==> src/rtl/shift_sequencer_pkg.sv <==
// Shared definitions for the shift sequencer: operation codes, FSM state
// encoding and default datapath sizes.
package shift_sequencer_pkg;

  localparam int DATA_W_DEF  = 32;
  localparam int SHAMT_W_DEF = 5;

  typedef enum logic [1:0] {
    OP_SLL  = 2'b00,
    OP_SRL  = 2'b01,
    OP_SRA  = 2'b10,
    OP_RSVD = 2'b11
  } op_e;

  typedef enum logic [1:0] {
    IDLE  = 2'b00,
    SHIFT = 2'b01,
    DONE  = 2'b10
  } state_e;

endpackage

==> src/rtl/shift_step.sv <==
// One-bit combinational shifter. SRA keeps the current MSB, which is the
// latched operand's sign bit because every arithmetic step preserves it.
module shift_step
  import shift_sequencer_pkg::*;
#(
  parameter int DATA_W = DATA_W_DEF
) (
  input  logic [DATA_W-1:0] value,
  input  op_e               op,
  output logic [DATA_W-1:0] shifted
);

  // Select the single-bit shift for the requested operation.
  always_comb begin
    shifted = value;
    case (op)
      OP_SLL:  shifted = {value[DATA_W-2:0], 1'b0};
      OP_SRL:  shifted = {1'b0, value[DATA_W-1:1]};
      OP_SRA:  shifted = {value[DATA_W-1], value[DATA_W-1:1]};
      default: shifted = value;
    endcase
  end

endmodule

==> src/rtl/shift_sequencer.sv <==
// Multi-cycle barrel-less shifter: one bit per clock, counted down from the
// latched shift amount. Busy/Done/Result all come straight from flops, so
// Start never reaches an output combinationally.
module shift_sequencer
  import shift_sequencer_pkg::*;
#(
  parameter int DATA_W  = DATA_W_DEF,
  parameter int SHAMT_W = SHAMT_W_DEF
) (
  input  logic               Clk,
  input  logic               Rst_n,
  input  logic               Start,
  input  logic [1:0]         Op,
  input  logic [SHAMT_W-1:0] Shamt,
  input  logic [DATA_W-1:0]  DataIn,
  input  logic               Abort,
  output logic               Busy,
  output logic               Done,
  output logic [DATA_W-1:0]  Result
);

  localparam logic [SHAMT_W-1:0] CNT_ONE  = {{(SHAMT_W-1){1'b0}}, 1'b1};
  localparam logic [SHAMT_W-1:0] CNT_ZERO = {SHAMT_W{1'b0}};
  localparam logic [DATA_W-1:0]  DATA_ZERO = {DATA_W{1'b0}};

  state_e              state_r;
  state_e              state_nxt_s;
  op_e                 op_r;
  logic [SHAMT_W-1:0]  cnt_r;
  logic [DATA_W-1:0]   work_r;
  logic [DATA_W-1:0]   result_r;
  logic [DATA_W-1:0]   step_s;
  logic                busy_r;
  logic                done_r;
  logic                busy_nxt_s;
  logic                done_nxt_s;
  logic                accept_s;
  logic                bypass_s;
  logic                last_step_s;

  shift_step #(
    .DATA_W (DATA_W)
  ) u_shift_step (
    .value   (work_r),
    .op      (op_r),
    .shifted (step_s)
  );

  // Request qualification: acceptance window and zero-work bypass detection.
  always_comb begin
    accept_s    = 1'b0;
    bypass_s    = 1'b0;
    last_step_s = (cnt_r == CNT_ONE);
    if ((state_r == IDLE) || (state_r == DONE)) begin
      accept_s = Start;
    end else begin
      accept_s = 1'b0;
    end
    if ((Shamt == CNT_ZERO) || (Op == OP_RSVD)) begin
      bypass_s = 1'b1;
    end else begin
      bypass_s = 1'b0;
    end
  end

  // Next-state logic; Abort takes priority over completion and new Starts.
  always_comb begin
    state_nxt_s = state_r;
    case (state_r)
      IDLE, DONE: begin
        if (Start) begin
          state_nxt_s = bypass_s ? DONE : SHIFT;
        end else begin
          state_nxt_s = IDLE;
        end
      end
      SHIFT: begin
        if (Abort) begin
          state_nxt_s = IDLE;
        end else if (last_step_s) begin
          state_nxt_s = DONE;
        end else begin
          state_nxt_s = SHIFT;
        end
      end
      default: state_nxt_s = IDLE;
    endcase
  end

  // Output decode of the upcoming state so Busy/Done can be registered.
  always_comb begin
    busy_nxt_s = 1'b0;
    done_nxt_s = 1'b0;
    if (state_nxt_s == SHIFT) begin
      busy_nxt_s = 1'b1;
    end else if (state_nxt_s == DONE) begin
      done_nxt_s = 1'b1;
    end else begin
      busy_nxt_s = 1'b0;
      done_nxt_s = 1'b0;
    end
  end

  // State register with registered status flags.
  always_ff @(posedge Clk or negedge Rst_n) begin
    if (!Rst_n) begin
      state_r <= IDLE;
      busy_r  <= 1'b0;
      done_r  <= 1'b0;
    end else begin
      state_r <= state_nxt_s;
      busy_r  <= busy_nxt_s;
      done_r  <= done_nxt_s;
    end
  end

  // Datapath: operand capture, per-cycle shift/count, result update.
  always_ff @(posedge Clk or negedge Rst_n) begin
    if (!Rst_n) begin
      op_r     <= OP_SLL;
      cnt_r    <= CNT_ZERO;
      work_r   <= DATA_ZERO;
      result_r <= DATA_ZERO;
    end else if (accept_s) begin
      op_r   <= op_e'(Op);
      cnt_r  <= Shamt;
      work_r <= DataIn;
      if (bypass_s) begin
        result_r <= DataIn;
      end else begin
        result_r <= result_r;
      end
    end else if (state_r == SHIFT) begin
      if (Abort) begin
        cnt_r    <= CNT_ZERO;
        work_r   <= DATA_ZERO;
        result_r <= DATA_ZERO;
      end else begin
        cnt_r  <= cnt_r - CNT_ONE;
        work_r <= step_s;
        if (last_step_s) begin
          result_r <= step_s;
        end else begin
          result_r <= result_r;
        end
      end
    end else begin
      cnt_r    <= cnt_r;
      work_r   <= work_r;
      result_r <= result_r;
    end
  end

  assign Busy   = busy_r;
  assign Done   = done_r;
  assign Result = result_r;

endmodule

==> config.mk <==
export PLATFORM = sky130hd
export DESIGN_NAME = shift_sequencer
export DESIGN_NICKNAME = d
export VERILOG_FILES = /design/src/rtl/shift_sequencer_pkg.sv /design/src/rtl/shift_step.sv /design/src/rtl/shift_sequencer.sv
export SDC_FILE = /design/constraint.sdc
export NUM_CORES = 1
export LEC_CHECK = 0
export CAP_MARGIN = 10
export CORE_UTILIZATION = 40
export CTS_CLUSTER_SIZE = 14
export DETAILED_ROUTE_END_ITERATION = 12
export DONT_BUFFER_PORTS = 1
export GPL_TIMING_DRIVEN = 1
export SETUP_SLACK_MARGIN = 0.05
export SKIP_LAST_GASP = 1
export SLEW_MARGIN = 20
export SYNTH_ARGS = -nofsm -noshare
export SYNTH_HDL_FRONTEND = slang
export SYNTH_SLANG_ARGS = --single-unit
==> constraint.sdc <==
create_clock -name Clk -period 4.34 [get_ports Clk]
set_clock_uncertainty 0.05 [all_clocks]
set_input_delay 0.217 -clock Clk [delete_from_list [all_inputs] [get_ports Clk]]
set_output_delay 0.217 -clock Clk [all_outputs]
set_load 0.03 [all_outputs]
==> After elaboration in Yosys (flattened, before gate mapping) <==
Cells that the tools add are included.
{ "classes": {"n_shift": 0, "order_cmp": 0, "reduce_logical": 9, "bitwise_logic": 0, "multipliers": 0, "n_div": 0, "add_sub_neg": 1, "eq_ne": 9, "n_mux": 22} }
{ "ops": {"columns": ["cell", "n"], "rows": [
  ["2-to-1 mux 32 bit", 8],
  ["case mux 32 bit (3 select lines)", 1],
  ["2-to-1 mux 5 bit", 3],
  ["equality test 2 bit (second input constant)", 4],
  ["2-to-1 mux 2 bit", 4],
  ["equality test 2 x 1 -> 1 bit (second input constant)", 3],
  ["equality test 5 x 1 -> 1 bit (second input constant)", 1],
  ["logical NOT 5 bit", 1],
  ["2-to-1 mux 1 bit", 5],
  ["subtractor 5 x 1 -> 5 bit (second input constant)", 1],
  ["logical NOT 2 bit", 2],
  ["case mux 2 bit (2 select lines)", 1],
  ["AND reduction 3 bit", 1],
  ["nonzero test 3 bit", 1],
  ["logical OR 1 bit", 2],
  ["!= test 2 x 1 -> 1 bit (second input constant)", 1],
  ["nonzero test 2 bit", 1],
  ["OR reduction 2 bit", 1]
]} }
{ "word_totals": {"in_bits": 43, "mem_bits_rw": 0, "latch_bits": 0, "memories": 0, "out_inout_bits": 34, "reg_bits": 75, "rom_bits": 0, "wordCells": 48} }

==> Depth between registers and ports, before layout <==
Gate-level depths: netlist (run 1).
{ "logic_depth": {"depth_word": 9, "mapped_depth": 7, "mapped_depth_nobuf": 6} }

==> Hierarchy <==
A second synthesis (run 1) with hierarchy kept.
{ "hier_totals": {"hier_cells": 414, "hier_area_um2": 4491.8} }
{ "modules_own_cells": {"columns": ["module", "n_inst", "area_per_inst_um2", "cells_per_inst", "seq_area_each_um2"], "rows": [
  ["shift_sequencer", 1, 3408.3, 308, 1876.8],
  ["shift_step", 1, 1083.5, 106, 0.0]
]} }

==> Worst setup path before layout (run 1) <==
No wires, ideal clock.
{ "synth_timing": {"path_kind": "reg2reg", "startpoint": "reg cnt_r[1]", "endpoint": "reg result_r[31], in the netlist Result[31]", "n_path_buf": 0, "required_time_ps": 4162, "setup_ps": 128, "period_less_slack_ps": 1708, "path_slack_ps": 2632, "stages_incl_launch_ff": 7, "t_arrival_ps": 1530, "path_cell_list": "dfrtp_1 > inv_1 > ha_1 > nor4b_2 > nor3_2 > nor3b_4 > mux2_1"} }
{ "synth_via": {"elab_chain_cells": 3} }
{ "synth_lines": {"columns": ["element", "line_no", "text"], "rows": [
  ["start, declared", "shift_sequencer.sv:29", "logic [SHAMT_W-1:0] cnt_r;"],
  ["start signal, assigned", "shift_sequencer.sv:126", "cnt_r <= Shamt;"],
  ["start signal, assigned", "shift_sequencer.sv:139", "cnt_r <= cnt_r - CNT_ONE;"],
  ["start signal, assigned", "shift_sequencer.sv:148", "cnt_r <= cnt_r;"],
  ["equality test 5 x 1 -> 1 bit", "shift_sequencer.sv:53", "last_step_s = (cnt_r == CNT_ONE);"],
  ["nonzero test 3 bit (no source line)", null, null],
  ["AND reduction 3 bit (no source line)", null, null],
  ["end signal, assigned", "shift_sequencer.sv:129", "result_r <= DataIn;"],
  ["end signal, assigned", "shift_sequencer.sv:131", "result_r <= result_r;"],
  ["end signal, assigned", "shift_sequencer.sv:142", "result_r <= step_s;"],
  ["end, declared", "shift_sequencer.sv:31", "logic [DATA_W-1:0] result_r;"]
]} }
No other way between the ends.
A chain may end at the register's enable or synchronous reset.

==> Final worst setup path (run 1) <==
{ "layout_timing": {"startpoint": "reg state_r[0]", "endpoint": "reg result_r[16], in the netlist Result[16]"} }
{ "layout_via": {"elab_chain_cells": 5, "word_cells_on_any_way": 10, "classes_between": "eq/ne: 3; mux: 2; reduce/logical: 5"} }
{ "layout_lines": {"columns": ["element", "line_no", "text"], "rows": [
  ["start, declared", "shift_sequencer.sv:26", "state_e state_r;"],
  ["start signal, assigned", "shift_sequencer.sv:111", "state_r <= state_nxt_s;"],
  ["equality test 2 bit or logical NOT 2 bit (tied branches)", "shift_sequencer.sv:54", "if ((state_r == IDLE) || (state_r == DONE)) begin"],
  ["logical OR 1 bit", "shift_sequencer.sv:54", null],
  ["2-to-1 mux 1 bit", "shift_sequencer.sv:54", null],
  ["!= test 2 x 1 -> 1 bit (no source line), or another cell as far along", null, null],
  ["AND reduction 3 bit (no source line)", null, null]
]} }
Parallel ways exist; a longest one is shown, timed or not.

==> impl_metrics.py, run 1 <==
metrics = {
    "critical_path": {
        "end_kind": "register",
        "path_cells": "nand2b_2 -> a221oi_4 -> nor2_4 -> a2bb2oi_2",
        "critPathSlowestCell": "nor2_4",
        "cp-start-kind": "register",
        "worst-setup-path-type": "reg -> reg",
        "path_max_fanout": 44,
        "worstPathArrival_ps": 2730,
        "required_ps": 4490,
        "max_stage_delay_ps": 900,
    },
    "global_route": {
        "grt_pass1_wl_um": 16100,
        "antenna_found_initial": 0,
        "grt_max_degree": 76,
        "grt_pass1_vias": 3083,
        "overflow": 0,
        "grt_usage_pct": 20.0,
    },
    "sta": {
        "max_freq_ghz": 0.387,
        "finalSetupViolCount": 0,
        "timing.slew.headroom_pct": 26.4,
        "worst_pin_slew_ps": 1100,
        "slew_violations": 0,
        "fin_ws_ps": 1760,
        "fin_crit_sh_pct": 59.5,
        "finalSetupTns_ps": 0,
        "min_period_ps": 2580,
        "rsz0062_at_grt": "false",
        "hold_violations": 0,
    },
    "placement": {
        "hpwl_um": 6810,
        "gp_congestion": 0.837,
        "place_inst": 525,
        "port_buffers": 0,
        "preCtsSetupSlack_ps": 1760,
    },
    "final_layout": {
        "drive_gt1_share_pct": 14.4,
        "antenna_cells": 0,
        "fin_nets": 459,
        "area_growth_pct": 7.95,
        "fin_cells": 551,
    },
    "routing": {
        "wl_per_cell_um": 18.3,
        "drc": 0,
        "postRouteAntennaNets": 0,
        "via_count": 3174,
        "routed_wl_um": 10100,
        "routed_via_density": 5.76,
        "first_iter_violations": 139,
        "dr.pass1.iters": 4,
    },
    "floorplanning": {
        "die-height_um": 103,
        "core_area_um2": 9860,
        "dieWidth_um": 103,
        "pin_count": 77,
        "start_util_pct": 41.5,
        "num_rows": 36,
        "dieArea_um2": 10600,
    },
    "synthesis": {
        "synth_warnings": 0,
        "yosysUniqueCellTypes": 42,
        "ys_seq_elements": 75,
        "synthCells": 422,
        "synth_area_um2": 4090,
        "yosysSeqAreaShare_pct": 45.8,
        "syn_nets": 467,
        "synth.avg_cell_area_um2": 9.70,
    },
    "run": {
        "timing.max_cap.violations": 0,
    },
    "clock_tree": {
        "cts_made_buffers": 9,
        "clk_latency_ps": 350,
        "cts_tree": "yes",
        "clkSlewWorstSetupHoldPaths_ps": 80,
        "cts_setup_buffers": 0,
        "cts.sink_count": 75,
        "root_buffer": "clkbuf_8",
        "cts_buffer_depth": 2,
        "htreeDepth": 3,
    },
    "power": {
        "powerDensity_nw_per_um2": 735,
        "total_leakage_power_nw": 1.72,
        "p_total_w": 0.00325,
        "ir_drop_mv": 0.227,
    },
    "worst_hold_path": {
        "holdCritPathClass": "in -> reg",
    },
    "outcome": {
        "status": "finished, final reports clean",
    },
}
path summary, 6_finish.rpt:
check | from | to | slack (ps) | cells after the start
worst max-delay path | state_r[0] | Result[16] | 1760 | 4
worst min-delay path | DataIn[10] | work_r[10] | 20 | 2
worst max register to register | state_r[0] | Result[16] | 1760 | 4
worst min register to register | work_r[23] | work_r[23] | 480 | 2
max in group asynchronous | Rst_n | work_r[11] | 3560 | 2
min in group asynchronous | Rst_n | Result[9] | 380 | 2
kinds of logic after synthesis:
kind of cell             count (synthesis)  synth area share (%)
AO/OA/AOI/OAI                          145                  29.3
XOR/XNOR                                 1                 0.214
adder cells (fa/ha/maj)                  2                 0.611
buffers and inverters                   39                  4.86
flip-flops                              75                  45.8
multiplexers                             3                 0.795
AND/OR/NAND/NOR                        157                  18.4
what timing repair did:
action / in CTS / in global routing
hold buffers: 11 / 0
hold endpoints to repair: 84 / 0
resized for setup: 0 / 0
cell usage after synthesis:
library cell  number  area [um^2]
nor2b_1            2         12.5
o31ai_1            1         7.51
a2bb2oi_2         30          450
nor4b_2            1         15.0
nor3_2             2         20.0
o32ai_1           28          245
inv_1              4         15.0
a211oi_1           1         7.51
o21a_1             2         15.0
dfrtp_1           75         1880
o22ai_1            4         25.0
buf_6              3         33.8
or3b_1             1         8.76
buf_4              4         30.0
buf_2             12         60.1
mux2i_1            1         10.0
clkbuf_1          16         60.1
a2111oi_0          1         8.76
and3_1             1         6.26
nand3_1            1         5.00
mux2_2             1         11.3
o32a_1             1         10.0
nand2b_1          36          225
nor3b_1            4         30.0
a221o_1            1         10.0
nand2_1           41          154
xor2_1             1         8.76
nor3b_4            1         18.8
a31oi_1            2         12.5
a22oi_1            2         15.0
o21ai_0            5         25.0
nand2_2            1         6.26
mux2_1             1         11.3
nor2_1            64          240
a21oi_1           63          315
o211ai_1           1         7.51
a311oi_1           1         8.76
o221ai_1           1         8.76
ha_1               2         25.0
a221oi_4           1         26.3
nor3_1             1         5.00
or2_1              1         6.26
area by class of cell:
cell class	instances	area (um^2)
Clock buffer	10	138
Clock inverter	5	30.0
Fill cell	940	5450
Inverter	4	15.0
Multi-Input combinational cell	308	2030
Sequential cell	75	1880
Tap cell	133	166
Timing Repair Buffer	16	165
registers in the layout (all words and copies together), names as in the netlist:
name and count:
cnt_r 5, state_r 2, work_r 32, Done 1
Result 32, op_r 2, Busy 1
through the flow:
step	hold slack (ps)	util, %	area (um^2)
floorplan	-129	-	4090
global placement	-124	41.8	4120
detailed placement	-124	41.8	4120
CTS	12.0	44.8	4420
global route	39.3	44.8	4420
finish	23.0	44.8	4420
placed cells by master (no fill, tap or decap), drive strengths merged, types with 2 or more instances in the layout:
master / n
dfrtp: 75
nor2: 64
a21oi: 63
nand2: 42
nand2b: 36
a2bb2oi: 30
o32ai: 28
clkbuf: 10
dlygate4sd3: 10
buf: 6
o21ai: 5
nor3b: 5
inv: 4
o22ai: 4
clkinv: 3
nor3: 3
a31oi: 2
a22oi: 2
nor2b: 2
o21a: 2
ha: 2
clkinvlp: 2
mux2: 2
critical path, delay by kind of cell (launching register included):
family           cells  cell delay (ps)
AND/OR/NAND/NOR      2             1660
AO/OA/AOI/OAI        2              230
flip-flops           1              440
power breakdown:
group / internal [W] / total, W / switching [W]
registers: 0.00101 / 0.00165 / 0.000633
logic: 0.000541 / 0.00112 / 0.000575
clock network: 0.000217 / 0.000484 / 0.000267
total: 0.00177 / 0.00325 / 0.00147
routing by layer:
layer	GRT usage, %	vias up	wire length (um)
met4	6.18	0	142
met5	0	-	0
li1	-	1501	-
met3	6.64	11	743
met2	31.2	96	4750
met1	26.4	1566	4460
No activity file was read; power rests on OpenSTA's default activity.
==> run 2: changes to the inputs <==
--- a/config.mk
+++ b/config.mk
@@ -5,6 +5,7 @@
 export SDC_FILE = /design/constraint.sdc
 export NUM_CORES = 1
 export LEC_CHECK = 0
+export ABC_AREA = 1
 export CAP_MARGIN = 10
 export CORE_UTILIZATION = 40
 export CTS_CLUSTER_SIZE = 14
==> constraint.sdc (replaced) <==
create_clock -name Clk -period 2.5 [get_ports Clk]
set_clock_uncertainty 0.05 [all_clocks]
set_input_delay 0.125 -clock Clk [delete_from_list [all_inputs] [get_ports Clk]]
set_output_delay 0.125 -clock Clk [all_outputs]
set_load 0.03 [all_outputs]
==> impl_metrics.py, run 2 <==
metrics = {
    "clock_tree": {
        "cts_setup_buffers": 0,
        "htreeDepth": 3,
        "clk_latency_ps": 350,
        "cts-resized-gates": 0,
        "cts_buffer_depth": 2,
        "cts_made_buffers": 9,
        "cts_hold_buf": 40,
        "root_buffer": "clkbuf_8",
        "clkSlewWorstSetupHoldPaths_ps": 80,
        "cts_tree": "yes",
        "cts.sink_count": 75,
    },
    "routing": {
        "routed_wl_um": 10500,
        "first_iter_violations": 227,
        "via_count": 3886,
        "routed_via_density": 4.93,
        "postRouteAntennaNets": 0,
        "wl_per_cell_um": 13.3,
        "dr.pass1.iters": 4,
        "drc": 0,
    },
    "synthesis": {
        "synth.most_common_cell": "nand2_1",
        "synth.avg_cell_area_um2": 6.69,
        "ys_seq_elements": 75,
        "yosysUniqueCellTypes": 26,
        "synthCells": 621,
        "netlist_top_cells_area": "dfrtp_1 (45%), nand2_1 (27%), nand3_1 (8.7%)",
        "synth_area_um2": 4150,
        "synth-edff-count": 0,
        "yosysSeqAreaShare_pct": 45.2,
        "synth.largest_area_cell": "dfrtp_1",
        "yosys.area.top_type_share_pct": 45.2,
        "syn_nets": 666,
        "synthTopCellsByCount": "nand2_1 (303), dfrtp_1 (75), nand3_1 (72), nor2_1 (67), inv_1 (38)",
        "synth-async-reset-ratio_pct": 100,
        "synth_warnings": 0,
        "synth_ff_type": "dfrtp_1",
    },
    "sta": {
        "hold_violations": 0,
        "finalSetupViolCount": 0,
        "slew_violations": 0,
        "fin_crit_sh_pct": 78.2,
        "timing.slew.headroom_pct": 59.4,
        "max_freq_ghz": 0.511,
        "fin_ws_ps": 544,
        "min_period_ps": 1960,
        "finalSetupTns_ps": 0,
        "rsz0062_at_grt": "false",
        "worst_pin_slew_ps": 608,
        "whs_ps": 32.7,
    },
    "power": {
        "power.share.clock_pct": 18.3,
        "p_comb_share_pct": 35.6,
        "total_leakage_power_nw": 2.72,
        "swShare_pct": 46.5,
        "internal_power_w": 0.00283,
        "ir_drop_mv": 0.433,
        "p_seq_share_pct": 46.2,
        "p_switching_w": 0.00246,
        "powerDensity_nw_per_um2": 1080,
    },
    "outcome": {
        "status": "finished, final reports clean",
    },
    "global_route": {
        "grt_usage_pct": 21.0,
        "grt_pass1_wl_um": 18500,
        "antenna_found_initial": 0,
        "overflow": 0,
        "grt_pass1_vias": 3817,
        "grt_max_degree": 76,
    },
    "worst_hold_path": {
        "holdCritPathClass": "in -> reg",
    },
    "final_layout": {
        "fin_nets": 695,
        "antenna_cells": 0,
        "area_growth_pct": 17.8,
        "multiInputGateArea_um2": 1960,
        "final_cell_mix": "nand2_1 (302), dfrtp_1 (75), nand3_1 (72)",
        "final_util_pct": 49.4,
        "num-fill-cells": 1065,
        "drive_gt1_share_pct": 6.72,
        "layout_commonest_cell": "nand2_1",
        "final_area_um2": 4890,
        "ff_latch_area_um2": 1880,
    },
    "critical_path": {
        "max_stage_delay_ps": 430,
        "critPathSlowestCell": "dfrtp_1",
        "required_ps": 2690,
        "crit_top_cell": "nand2_1",
        "end_kind": "register",
        "worstPathArrival_ps": 2150,
        "cp-start-kind": "register",
        "path_cells": "nand2_1 -> nand2_2 -> buf_4 -> nand3_2 -> buf_4 -> nand2_1 -> nand2_1",
        "path_max_fanout": 22,
        "worst-setup-path-type": "reg -> reg",
    },
    "floorplanning": {
        "dieWidth_um": 104,
        "core_area_um2": 9910,
        "pin_count": 77,
        "die-height_um": 104,
        "start_util_pct": 41.9,
        "dieArea_um2": 10800,
        "num_rows": 36,
    },
    "placement": {
        "gp_congestion": 0.811,
        "preCtsSetupSlack_ps": 539,
        "placed_cell_area_um2": 4270,
        "port_buffers": 0,
        "hpwl_um": 6810,
    },
    "run": {
        "timing.max_cap.violations": 0,
    },
}
## run 2: power groups by stage
stage	Sequential, W	Combinational [W]	Clock [W]
final	0.00244	0.00188	0.000969
after global routing	0.00251	0.00220	0.00105
after CTS	0.00245	0.00190	0.00100
after detailed placement	0.00246	0.00182	0
after global placement	0.00245	0.00178	0
after floorplan	0.00236	0.00146	0
## run 2: worst paths after layout
path	start	to	depth (start not counted)	slack, ps
setup / recovery	state_r[0]	Result[9]	7	540
hold / removal	DataIn[24]	work_r[24]	4	30
setup reg to reg	state_r[0]	Result[9]	7	540
hold reg to reg	work_r[21]	work_r[21]	2	460
max in group asynchronous	Rst_n	Result[31]	2	1780
min in group asynchronous	Rst_n	work_r[28]	2	270
## run 2: final cells by class
| type | instances | area share (%) |
|---|---|---|
| multi-input combinational | 470 | 40.1 |
| sequential | 75 | 38.4 |
| timing repair buffer | 50 | 10.6 |
| tap | 133 | 3.40 |
| inverter | 44 | 3.38 |
| clock buffer | 10 | 2.81 |
| clock inverter | 6 | 1.33 |
## run 2: through the flow
stage,instances,power (W)
after global placement,732,0.00423
after detailed placement,732,0.00428
after CTS,788,0.00535
after floorplan,621,0.00383
final,788,0.00530
after global routing,788,0.00576
## run 2: routing by layer
layer / track usage [%] / part of all wire [%] / up-vias
li1: - / - / 1956
met1: 26.4 / 45 / 1795
met2: 36.4 / 48 / 124
met3: 4.64 / 6.0 / 11
met4: 5.20 / 1.0 / 0
met5: 0 / 0 / -
## run 2: cells by family (layout without fill, tap and decap cells)
kind of cell	count (synthesis)	count (layout)	share of synthesized area [%]
AO/OA/AOI/OAI	14	14	2.08
buffers and inverters	76	110	7.78
adder cells (fa/ha/maj)	2	2	0.603
AND/OR/NAND/NOR	453	453	44.1
XOR/XNOR	1	1	0.211
flip-flops	75	75	45.2
## run 2: critical path: cells and delay by family (launching register included)
family        cells  cell delay, ps
flops             1             430
simple gates      5             790
buf+inv           2             570
==> run 3: changes to the inputs <==
--- a/config.mk
+++ b/config.mk
@@ -5,7 +5,7 @@
 export SDC_FILE = /design/constraint.sdc
 export NUM_CORES = 1
 export LEC_CHECK = 0
-export ABC_AREA = 1
+export ABC_AREA = 0
 export CAP_MARGIN = 10
 export CORE_UTILIZATION = 40
 export CTS_CLUSTER_SIZE = 14
==> constraint.sdc (replaced) <==
create_clock -name Clk -period 1.9 [get_ports Clk]
set_clock_uncertainty 0.05 [all_clocks]
set_input_delay 0.095 -clock Clk [delete_from_list [all_inputs] [get_ports Clk]]
set_output_delay 0.095 -clock Clk [all_outputs]
set_load 0.03 [all_outputs]
==> impl_metrics.py, run 3 (same netlist as run 1, synthesis figures left out) <==
metrics = {
    "final_layout": {
        "final_util_pct": 50.4,
        "fin_cells": 599,
        "drive_gt1_share_pct": 17.6,
        "antenna_cells": 0,
        "layout_commonest_cell": "dfrtp_1",
        "final_cell_mix": "dfrtp_1 (74), nor2_1 (63), a21oi_1 (63)",
        "area_growth_pct": 21.3,
        "fin_nets": 507,
    },
    "sta": {
        "slew_violations": 0,
        "whs_ps": -632,
        "fin_crit_sh_pct": 96.6,
        "max_freq_ghz": 0.545,
        "rsz0062_at_grt": "true",
        "finalSetupViolCount": 0,
        "hold_violations": 75,
        "finalSetupTns_ps": 0,
        "min_period_ps": 1830,
        "worst_pin_slew_ps": 514,
        "timing.slew.headroom_pct": 65.6,
    },
    "floorplanning": {
        "die-height_um": 103,
        "start_util_pct": 41.5,
        "pin_count": 77,
        "dieArea_um2": 10600,
        "dieWidth_um": 103,
        "num_rows": 36,
        "core_area_um2": 9860,
    },
    "power": {
        "internal_power_w": 0.00428,
        "p_total_w": 0.00772,
        "p_comb_share_pct": 37.5,
        "p_switching_w": 0.00344,
        "swShare_pct": 44.6,
        "p_seq_share_pct": 48.3,
        "powerDensity_nw_per_um2": 1550,
        "total_leakage_power_nw": 1.97,
        "power.share.clock_pct": 14.3,
        "ir_drop_mv": 0.678,
    },
    "clock_tree": {
        "htreeDepth": 3,
        "cts_hold_buf": 42,
        "cts_tree": "yes",
        "clk_latency_ps": 360,
        "root_buffer": "clkbuf_8",
        "cts.sink_count": 75,
        "cts_made_buffers": 9,
        "clkSlewWorstSetupHoldPaths_ps": 80,
        "cts_buffer_depth": 2,
    },
    "critical_path": {
        "rrSetupSlack_ps": 70,
        "worst-setup-path-type": "reg -> reg",
        "cp-start-kind": "register",
        "end_kind": "register",
        "required_ps": 2100,
        "path_max_fanout": 3,
        "rr_worst_depth": 7,
        "worstPathArrival_ps": 2040,
    },
    "placement": {
        "place_inst": 537,
        "hpwl_um": 7130,
        "gp_congestion": 0.866,
        "port_buffers": 0,
    },
    "global_route": {
        "grt_pass1_vias": 3413,
        "grt_max_degree": 76,
        "grt_usage_pct": 21.7,
        "antenna_found_initial": 0,
        "grt_pass1_wl_um": 17500,
        "overflow": 0,
    },
    "routing": {
        "wl_per_cell_um": 18.3,
        "routed_via_density": 5.71,
        "via_count": 3420,
        "routed_wl_um": 10900,
        "postRouteAntennaNets": 0,
        "dr.pass1.iters": 4,
        "first_iter_violations": 248,
        "drc": 0,
    },
    "outcome": {
        "violations": "hold timing",
        "status": "complete, but fails checks",
    },
    "worst_hold_path": {
        "holdCritPathClass": "in -> async",
    },
    "run": {
        "timing.max_cap.violations": 0,
    },
}
## run 3: cell count changes in the layout (fill, tap and decap cells not counted), sizes merged, moves of 5 or more
| cell | delta |
|---|---|
| a21oi | +61 |
| nor2 | -5 |
| buf | +10 |
| nor3b | +5 |
| nand2 | -266 |
| nand3 | -73 |
| o32ai | +28 |
| a2bb2oi | +30 |
| nand2b | +36 |
| inv | -39 |
## run 3: through the flow
step,cell area (um^2),worst slack (ps)
after floorplan,4090,192
after global placement,4260,113
after detailed placement,4260,-4.09
after CTS,4860,32.7
after global routing,4970,-28.6
final,4970,65.3
## run 3: area by class of cell
cell class / instances / area (um^2)
clock inverters: 5 / 30.0
multi-input cells: 308 / 2070
clock buffers: 10 / 138
repair buffers: 64 / 673
flip-flops and latches: 75 / 1880
fillers: 891 / 4900
well taps: 133 / 166
inverters: 4 / 15.0
## run 3: layer usage
| layer | part of all wire (%) | global-route usage, % | up-vias | routed length [um] |
|---|---|---|---|---|
| li1 | - | - | 1604 | - |
| met1 | 45 | 29.1 | 1698 | 4960 |
| met2 | 46 | 33.4 | 109 | 5060 |
| met3 | 7.3 | 7.19 | 9 | 803 |
| met4 | 1.1 | 6.28 | 0 | 116 |
| met5 | 0 | 0 | - | 0 |
## run 3: worst paths after layout
check                            from          to
min                             Rst_n  Result[27]
max reg2reg                  cnt_r[1]  Result[31]
max in group asynchronous       Rst_n  work_r[10]
max                          cnt_r[1]  Result[31]
min in group Clk                Abort  state_r[1]
min reg2reg                state_r[1]        Busy
## run 3: worst max-delay path, cell delays in order (launching register included)
cell     delay (ps)
dfrtp_1         400
inv_2            80
ha_1            150
nor4b_4         250
nor3_2          100
nor3b_4         230
buf_4           160
mux2_1          310
## run 3: power groups by stage
| stage | Combinational, W | Sequential [W] | Clock (W) |
|---|---|---|---|
| floorplan | 0.00221 | 0.00355 | 0 |
| global placement | 0.00259 | 0.00373 | 0 |
| detailed placement | 0.00266 | 0.00375 | 0 |
| CTS | 0.00276 | 0.00372 | 0.00114 |
| global route | 0.00317 | 0.00385 | 0.00121 |
| finish | 0.00289 | 0.00373 | 0.00110 |
## run 3: timing repair
item                                   CTS  global route
setup buffers                            0             4
setup endpoints to repair               21            45
resized for setup                        2            10
endpoints found under the hold margin  148            75
pin swaps                                0             1
gates cloned                             0             1
